[src/rtl/enc_pkg.sv]
// Shared encoder types: instruction formats, FSM states, RV32I opcode constants.
package enc_pkg;

  typedef enum logic [2:0] {
    FMT_I    = 3'd0,
    FMT_S    = 3'd1,
    FMT_B    = 3'd2,
    FMT_U    = 3'd3,
    FMT_J    = 3'd4,
    FMT_LI   = 3'd5,
    FMT_RSV6 = 3'd6,
    FMT_RSV7 = 3'd7
  } fmt_e;

  typedef enum logic [1:0] {
    ST_EMPTY = 2'd0,
    ST_ONE   = 2'd1,
    ST_LI_HI = 2'd2
  } state_e;

  localparam logic [6:0]  OP_LUI    = 7'h37;
  localparam logic [6:0]  OP_IMM    = 7'h13;
  localparam logic [31:0] NOP_INSTR = 32'h0000_0013;

  function automatic logic [31:0] addi_word(input logic [11:0] imm12,
                                            input logic [4:0]  rs1,
                                            input logic [4:0]  rd);
    return {imm12, rs1, 3'b000, rd, OP_IMM};
  endfunction

endpackage

[src/rtl/enc_field_pack.sv]
// Combinational RV32I field packer; LI yields one or two beats (LUI then ADDI).
// Immediate range flags only exist when ENC_RANGE_CHECK_EN is defined.
module enc_field_pack
  import enc_pkg::*;
#(
  parameter logic [31:0] RESET_INSTR = NOP_INSTR
) (
  input  logic [2:0]  fmt,
  input  logic [6:0]  opcode,
  input  logic [2:0]  funct3,
  input  logic [4:0]  rd,
  input  logic [4:0]  rs1,
  input  logic [4:0]  rs2,
  input  logic [31:0] imm,
  output logic [31:0] beat0,
  output logic [31:0] beat1,
  output logic        two_beat,
  output logic        err
);

  logic        illegal;
  logic [19:0] hi20;

  // (imm + 0x800) >> 12 without a 32-bit adder: the rounding carry is imm[11].
  assign hi20 = imm[31:12] + {19'd0, imm[11]};

  always_comb begin
    beat0    = RESET_INSTR;
    beat1    = RESET_INSTR;
    two_beat = 1'b0;
    illegal  = 1'b0;
    case (fmt_e'(fmt))
      FMT_I: beat0 = {imm[11:0], rs1, funct3, rd, opcode};
      FMT_S: beat0 = {imm[11:5], rs2, rs1, funct3, imm[4:0], opcode};
      FMT_B: beat0 = {imm[12], imm[10:5], rs2, rs1, funct3, imm[4:1], imm[11], opcode};
      FMT_U: beat0 = {imm[31:12], rd, opcode};
      FMT_J: beat0 = {imm[20], imm[10:1], imm[11], imm[19:12], rd, opcode};
      FMT_LI: begin
        if (hi20 == 20'd0) begin
          beat0 = addi_word(imm[11:0], 5'd0, rd);
        end else begin
          beat0    = {hi20, rd, OP_LUI};
          beat1    = addi_word(imm[11:0], rd, rd);
          two_beat = 1'b1;
        end
      end
      default: illegal = 1'b1;
    endcase
  end

`ifdef ENC_RANGE_CHECK_EN
  logic range_bad;

  always_comb begin
    range_bad = 1'b0;
    case (fmt_e'(fmt))
      FMT_I, FMT_S: range_bad = imm[31:11] != {21{imm[11]}};
      FMT_B:        range_bad = (imm[31:12] != {20{imm[12]}}) || imm[0];
      FMT_J:        range_bad = (imm[31:20] != {12{imm[20]}}) || imm[0];
      FMT_U:        range_bad = imm[11:0] != 12'd0;
      default:      range_bad = 1'b0;
    endcase
  end

  assign err = illegal | range_bad;
`else
  assign err = illegal;
`endif

endmodule

[src/rtl/instr_encoder.sv]
// RV32I instruction encoder with a one-entry output register; out_valid 1 cycle after accept.
// LI may expand to LUI+ADDI; in_ready drops while the ADDI is pending or the held beat stalls.
// Optional immediate range flagging via ENC_RANGE_CHECK_EN.
module instr_encoder
  import enc_pkg::*;
#(
  parameter logic [31:0] RESET_INSTR = 32'h0000_0013
) (
  input  logic        clk,
  input  logic        rst_n,
  input  logic        in_valid,
  output logic        in_ready,
  input  logic [2:0]  in_fmt,
  input  logic [6:0]  in_opcode,
  input  logic [2:0]  in_funct3,
  input  logic [4:0]  in_rd,
  input  logic [4:0]  in_rs1,
  input  logic [4:0]  in_rs2,
  input  logic [31:0] in_imm,
  output logic        out_valid,
  input  logic        out_ready,
  output logic [31:0] out_instr,
  output logic        out_err
);

  state_e      state_q, state_d;
  logic [31:0] pend_q;
  logic [31:0] beat0, beat1;
  logic        two_beat, err0;
  logic [31:0] instr_d;
  logic        err_d;
  logic        accept;

  enc_field_pack #(.RESET_INSTR(RESET_INSTR)) u_pack (
    .fmt      (in_fmt),
    .opcode   (in_opcode),
    .funct3   (in_funct3),
    .rd       (in_rd),
    .rs1      (in_rs1),
    .rs2      (in_rs2),
    .imm      (in_imm),
    .beat0    (beat0),
    .beat1    (beat1),
    .two_beat (two_beat),
    .err      (err0)
  );

  assign in_ready  = rst_n && ((state_q == ST_EMPTY) || (state_q == ST_ONE && out_ready));
  assign accept    = in_valid && in_ready;
  assign out_valid = (state_q != ST_EMPTY);

  always_comb begin
    state_d = state_q;
    instr_d = out_instr;
    err_d   = out_err;
    case (state_q)
      ST_EMPTY, ST_ONE: begin
        if (accept) begin
          state_d = two_beat ? ST_LI_HI : ST_ONE;
          instr_d = beat0;
          err_d   = err0;
        end else if (state_q == ST_ONE && out_ready) begin
          state_d = ST_EMPTY;
          instr_d = RESET_INSTR;
          err_d   = 1'b0;
        end
      end
      ST_LI_HI: begin
        if (out_ready) begin
          state_d = ST_ONE;
          instr_d = pend_q;
          err_d   = 1'b0;
        end
      end
      default: begin
        state_d = ST_EMPTY;
        instr_d = RESET_INSTR;
        err_d   = 1'b0;
      end
    endcase
  end

  // The ADDI is snapshotted at accept so later input changes cannot alter beat 2.
  always_ff @(posedge clk) begin
    if (!rst_n) begin
      state_q   <= ST_EMPTY;
      out_instr <= RESET_INSTR;
      out_err   <= 1'b0;
      pend_q    <= RESET_INSTR;
    end else begin
      state_q   <= state_d;
      out_instr <= instr_d;
      out_err   <= err_d;
      if (accept) pend_q <= beat1;
    end
  end

endmodule

[config.mk]
export PLATFORM = sky130hd
export DESIGN_NAME = instr_encoder
export DESIGN_NICKNAME = d
export VERILOG_FILES = /design/src/rtl/enc_pkg.sv /design/src/rtl/enc_field_pack.sv /design/src/rtl/instr_encoder.sv
export SDC_FILE = /design/constraint.sdc
export NUM_CORES = 1
export LEC_CHECK = 0
export ABC_CLOCK_PERIOD_IN_PS = 2900
export CAP_MARGIN = 40
export CORE_UTILIZATION = 37
export DETAILED_ROUTE_END_ITERATION = 6
export GPL_TIMING_DRIVEN = 0
export HOLD_SLACK_MARGIN = 0.15
export MAX_ROUTING_LAYER = met4
export PLACE_DENSITY_LB_ADDON = 0.3
export SLEW_MARGIN = 25
export SYNTH_ARGS = -nofsm -noshare
export SYNTH_HDL_FRONTEND = slang
export SYNTH_HIERARCHICAL = 1
export SYNTH_SLANG_ARGS = --single-unit
[constraint.sdc]
create_clock -name clk -period 2.9 [get_ports clk]
set_clock_uncertainty 0.05 [all_clocks]
set_input_delay 0.435 -clock clk [delete_from_list [all_inputs] [get_ports clk]]
set_output_delay 0.435 -clock clk [all_outputs]
set_load 0.05 [all_outputs]
# After elaboration in Yosys (flattened, before gate mapping)
# Index checks and enable logic that the tools add are counted.
classes:
  n_mux: 20
  n_eq_ne: 9
  addsub: 1
  reduce_logical: 11
op_table:
  columns: ["operator", "n"]
  rows:
  - ["$mux W32", 6]
  - ["$pmux W32 S6", 1]
  - ["$pmux W32 S2", 1]
  - ["$add A20 B1 Y20", 1]
  - ["$logic_not A20 Y1", 1]
  - ["$mux W2", 4]
  - ["$eq A3 B2 Y1 const B", 2]
  - ["$eq A3 B3 Y1 const B", 2]
  - ["$mux W1", 6]
  - ["$reduce_or A6 Y1", 1]
  - ["$pmux W2 S2", 1]
  - ["$eq A3 B1 Y1 const B", 1]
  - ["$logic_and A1 B1 Y1", 3]
  - ["$logic_not A3 Y1", 1]
  - ["$ne A3 B3 Y1 const B", 1]
  - ["$eq A2 B1 Y1 const B", 1]
  - ["$eq A2 B2 Y1 const B", 1]
  - ["$logic_not A2 Y1", 1]
  - ["$ne A2 B2 Y1 const B", 1]
  - ["$pmux W1 S2", 1]
  - ["$reduce_and A2 Y1", 1]
  - ["$reduce_bool A2 Y1", 1]
  - ["$reduce_or A2 Y1", 1]
  - ["$logic_or A1 B1 Y1", 1]
word_totals:
  inputBits: 64
  out_inout_bits: 35
  elab_cells: 45
  reg_bits: 67

# Longest topological paths before layout
# Gate-level depths: netlist (run 1).
depth:
  word_depth: 7
  mapped_depth: 12
  mapped_depth_nobuf: 11

# By module
# The synthesis (run 1) kept the hierarchy.
by_module_without_submodules:
  columns: ["module", "cells_each", "area_each_um2", "n_inst"]
  rows:
  - ["instr_encoder", 364, 3206.8, 1]
  - ["enc_field_pack", 288, 1864.3, 1]

# Worst setup path after synthesis (run 1)
# No wires, ideal clock.
synth_path:
  path_type: "in2reg"
  from: "input in_imm[11]"
  to: "register out_instr[31]"
  cell_stages: 12
  required_ns: 2.789
  setup_slack_ns: -0.133
  setup_time_ns: 0.061
  t_arrival_ns: 2.923
  cell_sequence: "ha_1 > ha_1 > and4_1 > a2111oi_0 > a211oi_1 > nor4_2 > buf_2 > nand3_1 > o221ai_1 > nand2_1 > o32ai_1 > o221a_1"
synth_via:
  elab_chain_cells: 6
synth_rtl:
  columns: ["item", "line", "source"]
  rows:
  - ["from (decl)", "instr_encoder.sv:19", "input logic [31:0] in_imm,"]
  - ["$add A20 B1 Y20", "enc_field_pack.sv:25", "assign hi20 = imm[31:12] + {19'd0, imm[11]};"]
  - ["$logic_not A20 Y1", "enc_field_pack.sv:39", "if (hi20 == 20'd0) begin"]
  - ["$mux W32", "enc_field_pack.sv:39", null]
  - ["$pmux W32 S6 *", "enc_field_pack.sv:32", "case (fmt_e'(fmt))"]
  - ["via beat0[31]", "instr_encoder.sv:28", "logic [31:0] beat0, beat1;"]
  - ["$mux W32 *", "instr_encoder.sv:58", "if (accept) begin"]
  - ["$pmux W32 S2 *", "instr_encoder.sv:56", "case (state_q)"]
  - ["to (signal assigned)", "instr_encoder.sv:92", "out_instr <= instr_d;"]
  - ["to (decl)", "instr_encoder.sv:22", "output logic [31:0] out_instr,"]
# Mark *: on every way through the listed nets, which the timed path passes. The rest lies on a longest branch.
# A chain may end at the register's enable or synchronous reset.

# Worst setup path in the final report (run 1)
layout_path:
  from: "input in_imm[11]"
  to: "register out_instr[26]"
layout_via:
  elab_chain_cells: 6
layout_rtl:
  columns: ["item", "line"]
  rows:
  - ["$add A20 B1 Y20 *", "enc_field_pack.sv:25"]
  - ["$logic_not A20 Y1", "enc_field_pack.sv:39"]
  - ["$mux W32 *", "enc_field_pack.sv:39"]
  - ["$pmux W32 S6 *", "enc_field_pack.sv:32"]
  - ["via beat0[26]", "instr_encoder.sv:28"]
  - ["$mux W32 *", "instr_encoder.sv:58"]
  - ["$pmux W32 S2 *", "instr_encoder.sv:56"]
# Marked as above.

==> out/qor.txt, run 1 <==
Final Non-Filler Cells: 954
# nets final: 841
LEAKAGE: 2.46 nW
Setup Total Neg Slack: 0 ns
WHS: 0.414 ns
Sink Count: 67
area taken by flip-flops and latches: 1340 µm²
Final Slew Violations: 0
Max Used Layer: met4
Crit Path Max Fanout: 4
Syn-to-layout area delta: 35.9%
number of max-cap violations: 0
Hold Buf Count CTS: 0
Antenna Cells: 0
DRC: 0
global placement routability congestion: 0.947
hold wc startpoint: pend_q[1]$_SDFFE_PN1P_
Worst-Skew Late Latency: 0.33 ns
worst ir drop on vdd: 0.283 mV
reg-to-reg startpoint: state_q[0]$_SDFFE_PN0P_
global route overflow: 0
vias in the first global route: 5702
minimum clock period: 2.81 ns
Placement Setup Slack: -1.54 ns
Crit path required time: 3.12 ns
crit path buf inv count: 2
syn avg cell area: 7.78 µm²
Crit. End Element: flop
Ports: 99
DRT Pass-1 Iters: 7
critical path depth in cells: 12
most frequent cells in the layout: 75 x clkdlybuf4s50_1, 67 x dfxtp_1, 52 x nand2_1
flop2flop setup slack: 0.82 ns
chip height: 119 µm
number of fill cells: 1289
largest cells by area after synthesis: dfxtp_1 26%, o221a_1 6.0%, o32ai_1 5.7%
dpl cells: 924
top cell type by total area after synthesis: dfxtp_1
PD cells: 432 nW/µm²
Critical-path top delay cell: a2111oi_4
R2R depth: 5
WL/cell: 19.2 µm
Critical Path Source Type: input pin
sequential fraction of the synthesis area: 26.4%
Clock transition at path regs: 0.06 ns
mapped cell area: 5070 µm²
final worst slack: 0.0870 ns
Worst path max stage delay: 0.43 ns
CTS tree: built
Rel. slew slack: 46.2%
antenna viol nets, final: 0
WL met2: 8.69 mm
final setup violation count: 0
Iter 0 DRT Violations: 480
Worst Path Arrival: 3.03 ns
WL met1: 7.93 mm
type of the tightest min-delay check: reg -> reg
Final Hold Vio Count: 0
initial antenna violation count: 0
Post-Route WL: 18.3 mm
WHS Endpoint: pend_q[1]$_SDFFE_PN1P_
die area: 14200 µm²
share of cells above drive strength 1: 18.3%
TritonCTS buffer count: 9
H-tree depth: 3
Tot GR Track Use: 26.3%
core area: 13300 µm²
CP top delay family: compound AO/OA/AOI/OAI gates
final worst path period share: 97.0%
status: finished, final reports clean
Synth Flop Type: dfxtp_1
Hold Path Stages: 2
met3 WL post-DR: 1.03 mm
cell count after synthesis: 652
largest net degree at the start of global routing: 11
reg2reg end: out_instr[25]$_SDFFE_PN0P_
first-pass GRT wire length: 28.8 mm
vias: 5804
Multi-input gate area: 3410 µm²
ys async rst share: 0%
fmax: 355 MHz
Die W: 119 µm
root buffer cell: clkbuf_16
worst-case clock buffer depth: 2
#FFs+latches synth: 67
HPWL Detailed: 13.1 mm
critical path, cell by cell: buf_8 -> ha_4 -> and3_4 -> or3_4 -> a2111oi_4 -> o2111a_2 -> buf_6 -> nand4_1 -> a21oi_2 -> nand2_1 -> o32ai_2 -> o221a_1
Distinct cells, synth: 65
number of placement rows: 42
initial cell density of the core: 38.1%
Yosys warnings: 6
vias per inst: 6.08
EDFF count, synth: 0
kind of critical path: in -> reg
commonest non-fill, non-tap cell in the layout: clkdlybuf4s50_1
port bufs: 87
Worst-Margin Slew: 0.806 ns
Synth top area share: 26.4%
[layer usage]
layer | up-vias | GRT usage [%]
met4 | 0 | 10.7
li1 | 2675 | -
met1 | 2813 | 33.2
met3 | 54 | 3.88
met2 | 262 | 42.0
met5 | - | -
[synthesized netlist by cell type, drive strengths merged, types with 6 or more instances]
cell type,n
a21oi,39
a22oi,12
a31oi,9
and2,23
buf,52
clkbuf,34
dfxtp,67
inv,45
mux2,8
mux2i,6
nand2,55
nand2b,10
nand3,18
nand4,37
nor2,15
nor3,8
nor4,7
o21ai,30
o221a,29
o221ai,6
o31ai,29
o32ai,33
xnor2,9
xor2,10
[power breakdown]
group          internal, mW  leakage [nW]  total [mW]  switching [mW]
registers             0.979         0.550        1.01          0.0349
logic                 0.348          1.77       0.896           0.547
clock network         0.663         0.140        1.07           0.406
total                  1.99          2.46        2.98           0.988
[state kept, by name, indices dropped and copies added (netlist names)]
| name | count |
|---|---|
| out_err | 1 |
| out_instr | 32 |
| pend_q | 32 |
| state_q | 2 |
[worst reg2reg max path: stages (launching register included)]
cell and delay, ns:
dfxtp_1 0.45, nand2b_1 0.14, buf_2 0.18, clkbuf_1 0.64
o32ai_1 0.23, o221a_1 0.27
[repair_timing]
item / in CTS / in global routing
endpoints found under the setup margin: 39 / 27
pin swaps: 18 / 18
resized for setup: 61 / 39
cloned: 1 / 0
buffers inserted: 11 / 5
[area by class of cell]
cell class	instances	area share [%]
Tap cell	176	3.20
Inverter	46	2.51
Sequential cell	67	19.5
Timing Repair Buffer	105	14.4
Buffer	85	6.77
Multi-Input combinational cell	461	49.5
Clock buffer	13	4.07
Clock inverter	1	0.109
[how the worst max path moves through the flow]
stage                    start                         end
floorplan           in_imm[11]  out_instr[31]$_SDFFE_PN0P_
global placement    in_imm[11]  out_instr[20]$_SDFFE_PN0P_
detailed placement  in_imm[11]  out_instr[20]$_SDFFE_PN0P_
CTS                 in_imm[25]  out_instr[20]$_SDFFE_PN0P_
global route        in_imm[23]  out_instr[28]$_SDFFE_PN0P_
finish              in_imm[11]  out_instr[26]$_SDFFE_PN0P_
[cells by family after synthesis]
group / share of synthesized area (%)
simple gates: 20.8
compound gates: 33.4
fa+ha+maj: 0.493
mux: 2.96
flops: 26.4
buf+inv: 12.5
other cells: 0.148
xor+xnor: 3.28
[stage by stage]
step	instance area, µm²	power (mW)	utilization, %
after CTS	6790	2.95	51.1
after detailed placement	6200	1.87	46.6
after global routing	6890	3.09	51.8
after global placement	6190	1.86	46.6
after floorplan	5100	1.56	-
final	6890	2.98	51.8
Note: power is estimated with default switching activity, not from simulation.
==> run 2, diff against run 1 <==
SKIP_CTS_REPAIR_TIMING = 1   (was default)
==> run 2 against run 1 <==
  * Final area shrank 1.9%
  * Final cell count shrank 1.2%
  * First-iteration DRC count grew 3.5%
  * Global-route usage shrank 1.2 points
  * Wire length shrank 2.4%
  * Worst setup slack lost 0.073 ns
  * Clock power is essentially flat
  * Critical path depth shrank 1
  * Critical endpoint is now out_instr[20]$_SDFFE_PN0P_
  * Register-to-register slack gained 0.10 ns
  * Sequential cell count is the same
==> out/qor.txt, run 2 (synthesized netlist as in run 1, its figures left out) <==
status: finished, final reports clean
fmax: 347 MHz (-2.5%)
initial antenna violation count: 0 (unchanged)
first-pass GRT wire length: 27.6 mm (-4.2%)
Multi-input gate area: 3330 µm² (-2.4%)
final setup violation count: 0 (unchanged)
kind of critical path: in -> reg
Worst Path Arrival: 3.10 ns (+0.07 ns)
PD cells: 437 nW/µm² (+1.1%)
Tot GR Track Use: 25.1% (-1.2 points)
share of cells above drive strength 1: 15.1% (-3.1 points)
worst-case clock buffer depth: 2 (unchanged)
Antenna Cells: 0 (unchanged)
initial cell density of the core: 38.1% (unchanged)
WHS Endpoint: pend_q[1]$_SDFFE_PN1P_
Final Hold Vio Count: 0 (unchanged)
R2R depth: 5 (unchanged)
Hold Path Stages: 2 (unchanged)
Syn-to-layout area delta: 33.3%
Ports: 99 (unchanged)
Setup Total Neg Slack: 0 ns (unchanged)
minimum clock period: 2.89 ns (+0.0730 ns)
CTS tree: built
area taken by flip-flops and latches: 1340 µm² (unchanged)
Crit path required time: 3.12 ns (about the same)
crit path buf inv count: 3 (+1)
vias: 5681 (-2.1%)
HPWL Detailed: 13.1 mm (unchanged)
Sink Count: 67 (unchanged)
Clock transition at path regs: 0.06 ns (about the same)
Crit. End Element: flop
global placement routability congestion: 0.947 (unchanged)
final worst slack: 0.0140 ns (-0.0730 ns)
Final Non-Filler Cells: 943 (-1.2%)
Critical-path top delay cell: clkdlybuf4s50_1
largest net degree at the start of global routing: 12 (+1)
Iter 0 DRT Violations: 497 (+3.5%)
total chip power: 2.96 mW (-0.77%)
TritonCTS buffer count: 9 (unchanged)
reg2reg end: out_instr[26]$_SDFFE_PN0P_
Final Util: 50.8% (-0.98 points)
most frequent cells in the layout: 76 x clkdlybuf4s50_1, 67 x dfxtp_1, 53 x nand2_1
Die W: 119 µm (unchanged)
largest registers: out_instr (32), pend_q (32), state_q (2)
DRT Pass-1 Iters: 5 (-2)
flop2flop setup slack: 0.92 ns (+0.10 ns)
number of placement rows: 42 (unchanged)
commonest non-fill, non-tap cell in the layout: clkdlybuf4s50_1
WL/cell: 18.9 µm (-1.3%)
hold wc startpoint: pend_q[1]$_SDFFE_PN1P_
RSZ-0062 raised after global routing: yes
WHS: 0.418 ns (+0.00358 ns)
vias in the first global route: 5515 (-3.3%)
chip height: 119 µm (unchanged)
type of the tightest min-delay check: reg -> reg
Crit Path Max Fanout: 6 (+2)
post-placement cell area: 6200 µm² (unchanged)
worst ir drop on vdd: 0.280 mV (-1.3%)
die area: 14200 µm² (unchanged)
# nets final: 830 (-1.3%)
number of fill cells: 1294 (+0.39%)
Worst-Margin Slew: 0.663 ns (-0.143 ns)
Worst path max stage delay: 0.54 ns (+0.11 ns)
reg-to-reg startpoint: state_q[0]$_SDFFE_PN0P_
core area: 13300 µm² (unchanged)
vias per inst: 6.02 (-0.98%)
critical path, cell by cell: clkdlybuf4s50_1 -> inv_1 -> or3_1 -> o21a_1 -> a211oi_4 -> buf_6 -> and2_4 -> a41o_1 -> nand2_2 -> o32ai_4 -> o221a_1
dpl cells: 924 (unchanged)
Post-Route WL: 17.8 mm (-2.4%)
number of max-cap violations: 0 (unchanged)
H-tree depth: 3 (unchanged)
final worst path period share: 99.5% (+2.5 points)
LEAKAGE: 2.46 nW (-0.25%)
Rel. slew slack: 55.8% (+9.5 points)
Worst-Skew Late Latency: 0.33 ns (about the same)
Placement Setup Slack: -1.54 ns (unchanged)
root buffer cell: clkbuf_16
port bufs: 87 (unchanged)
CP top delay family: compound AO/OA/AOI/OAI gates
DRC: 0 (unchanged)
global route overflow: 0 (unchanged)
Final Cell Area: 6760 µm² (-1.9%)
antenna viol nets, final: 0 (unchanged)
Critical Path Source Type: input pin
Final Slew Violations: 0 (unchanged)
run 2: cell type report:
class	instances	area share (%)
clock inverter	1	0.111
sequential	67	19.8
inverter	46	2.55
buffer	85	6.81
clock buffer	13	4.15
multi-input combinational	461	49.2
timing repair buffer	94	14.1
tap	176	3.26
run 2: how the worst max path moves through the flow:
stage / from / end / cells after the start
2_1_floorplan: in_imm[11] / out_instr[31]$_SDFFE_PN0P_ / 12
3_3_place_gp: in_imm[11] / out_instr[20]$_SDFFE_PN0P_ / 12
3_5_place_dp: in_imm[11] / out_instr[20]$_SDFFE_PN0P_ / 12
4_1_cts: in_imm[11] / out_instr[20]$_SDFFE_PN0P_ / 12
5_1_grt: in_imm[18] / out_instr[28]$_SDFFE_PN0P_ / 11
6_report: in_imm[29] / out_instr[20]$_SDFFE_PN0P_ / 11
run 2: worst min-delay path: cells and delay by family (launching register included):
family                 cells  cell delay (ns)
AOI/OAI and AO/OA          1             0.06
buffers and inverters      1             0.04
DFF                        1             0.31
run 2: per-layer routing:
metal / up-vias / wire, µm / part of all wire (%) / global-route usage [%]
li1: 2658 / - / - / -
met1: 2756 / 7720 / 43 / 31.9
met2: 229 / 8530 / 48 / 40.2
met3: 38 / 1130 / 6.3 / 3.93
met4: 0 / 467 / 2.6 / 9.10
met5: - / 0 / 0 / -
run 2: where the power goes:
part | internal, mW | switching [mW] | total, mW
Sequential | 0.979 | 0.0350 | 1.01
Combinational | 0.344 | 0.536 | 0.880
Clock | 0.663 | 0.398 | 1.06
==> run 3, diff against run 2 <==
ABC_CLOCK_PERIOD_IN_PS = 2880   (was 2900)
PLACE_DENSITY_LB_ADDON = 0.25   (was 0.3)
clock period = 2.88 ns   (was 2.9 ns; I/O delays follow)
==> run 3 against run 2 <==
  * First-iteration DRC count increased by 2.2%
  * Global-route usage increased by 0.22 points
  * Non-clock buffer count increased by 3
  * Core utilization decreased by 0.25 points
  * Sequential power about the same
  * Die area unchanged
  * Critical path type unchanged
  * Largest cell class unchanged
  * Largest power group unchanged
==> out/qor.txt, run 3 (synthesized netlist as in run 1, its figures left out) <==
status: finished, final reports clean
share of cells above drive strength 1: 16.1% (+0.96 points)
Syn-to-layout area delta: 32.6%
Post-Route WL: 17.5 mm (-1.6%)
DRC: 0 (unchanged)
clock power share: 35.1% (-0.8 points)
busiest metal layer after global routing: met2
Hold Path Stages: 2 (unchanged)
worst ir drop on vdd: 0.289 mV (+3.3%)
largest registers: out_instr (32), pend_q (32), state_q (2)
Tot GR Track Use: 25.3% (+0.22 points)
Crit Path Max Fanout: 7 (+1)
Critical Path Source Type: input pin
met2 Usage GRT: 40.0% (-0.25 points)
Sw Ratio: 32.7% (-0.13 points)
CTS tree: built
Ports: 99 (unchanged)
WHS: 0.421 ns (+0.00289 ns)
Crit. End Element: flop
root buffer cell: clkbuf_16
core area: 13300 µm² (unchanged)
commonest non-fill, non-tap cell in the layout: clkdlybuf4s50_1
type of the tightest min-delay check: reg -> reg
RSZ-0062 raised after global routing: yes
Rel. slew slack: 53.3% (-2.5 points)
Clock transition at path regs: 0.05 ns (about the same)
Iter 0 DRT Violations: 508 (+2.2%)
port bufs: 87 (unchanged)
# nets final: 833 (+0.36%)
first-pass GRT wire length: 27.8 mm (+0.60%)
Comb pwr share: 30.1% (+0.3 points)
LEAKAGE: 2.42 nW (-1.6%)
initial antenna violation count: 0 (unchanged)
Final Slew Violations: 0 (unchanged)
kind of critical path: in -> reg
Flop pwr share: 34.8% (+0.5 points)
most frequent cells in the layout: 76 x clkdlybuf4s50_1, 67 x dfxtp_1, 54 x nand2_1
WL/cell: 18.5 µm (-2.0%)
total chip power: 2.94 mW (-0.67%)
initial cell density of the core: 38.1% (unchanged)
chip height: 119 µm (unchanged)
Int Power: 1.98 mW (-0.47%)
Worst-Margin Slew: 0.700 ns (+0.0371 ns)
Worst Path Arrival: 3.08 ns (-0.02 ns)
worst-case clock buffer depth: 2 (unchanged)
Crit path required time: 3.11 ns (about the same)
R2R depth: 5 (unchanged)
GRT met1 Usage: 33.0% (+1.1 points)
HPWL Detailed: 13.2 mm (+0.87%)
H-tree depth: 3 (unchanged)
Antenna Cells: 0 (unchanged)
Sink Count: 67 (unchanged)
final setup violation count: 0 (unchanged)
final worst path period share: 99.0%
global placement routability congestion: 0.982 (+3.6%)
Worst-Skew Late Latency: 0.34 ns (about the same)
M3 GR Usage: 3.98% (+0.048 points)
vias: 5562 (-2.1%)
fmax: 351 MHz
PD cells: 437 nW/µm² (-0.17%)
sw power: 0.959 mW (-1.1%)
minimum clock period: 2.85 ns
antenna viol nets, final: 0 (unchanged)
Die W: 119 µm (unchanged)
Final Util: 50.6% (-0.25 points)
global route overflow: 0 (unchanged)
number of max-cap violations: 0 (unchanged)
number of fill cells: 1263 (-2.4%)
TritonCTS buffer count: 9 (unchanged)
number of placement rows: 42 (unchanged)
vias in the first global route: 5424 (-1.7%)
Final Hold Vio Count: 0 (unchanged)
DRT Pass-1 Iters: 5 (unchanged)
largest net degree at the start of global routing: 12 (unchanged)
die area: 14200 µm² (unchanged)
vias per inst: 5.87 (-2.5%)
## run 3: cell count changes in the layout (fill, tap and decap cells not counted), sizes merged
cell	delta
buf	+1
clkinvlp	-1
dlymetal6s2s	-5
clkbuf	+7
clkinv	+2
## run 3: final timing paths
path	start	endpoint	slack, ns
setup reg to reg	state_q[0]$_SDFFE_PN0P_	out_instr[18]$_SDFFE_PN0P_	0.91
hold / removal	pend_q[8]$_SDFFE_PN0P_	pend_q[8]$_SDFFE_PN0P_	0.42
hold reg to reg	pend_q[8]$_SDFFE_PN0P_	pend_q[8]$_SDFFE_PN0P_	0.42
setup / recovery	in_imm[12]	out_instr[23]$_SDFFE_PN0P_	0.03
## run 3: power groups by stage
stage	Clock (mW)	Combinational [mW]	Sequential [mW]
CTS	1.04	0.849	1.02
global placement	0	0.832	1.04
finish	1.03	0.884	1.02
floorplan	0	0.383	1.19
detailed placement	0	0.845	1.04
global route	1.09	0.940	1.03
## run 3: layout make-up
type | instances | area, µm² | area share, %
clock buffers | 13 | 270 | 4.02
multi-input cells | 461 | 3310 | 49.2
inverters | 46 | 173 | 2.57
flip-flops and latches | 67 | 1340 | 19.9
repair buffers | 96 | 926 | 13.8
well taps | 176 | 220 | 3.27
plain buffers | 86 | 479 | 7.13
clock inverters | 2 | 10.0 | 0.149
## run 3: metrics by stage
stage                     setup WS (ns)  instances  area (µm²)  TNS, ns
final                            0.0296        947        6730        0
after global routing            -0.0678        947        6730   -0.318
after CTS                         -1.12        939        6480   -31.82
after detailed placement          -1.46        924        6200   -45.19
after global placement            -1.46        923        6190   -45.48
after floorplan                 0.00591        660        5100        0
## run 3: metal layers
layer	wire length, µm	vias up
li1	-	2669
met4	427	0
met3	878	36
met2	8290	189
met5	0	-
met1	7950	2668
## run 3: worst max-delay path, cell delays in order
cell and delay (ns):
buf_8 0.08, ha_4 0.15, and3_4 0.18, buf_6 0.12, nand4_4 0.15, or4_4 0.53
a211oi_4 0.36, buf_4 0.18, a41oi_2 0.10, o21ai_1 0.18, nand2_1 0.09, o32ai_2 0.30
o221a_1 0.22
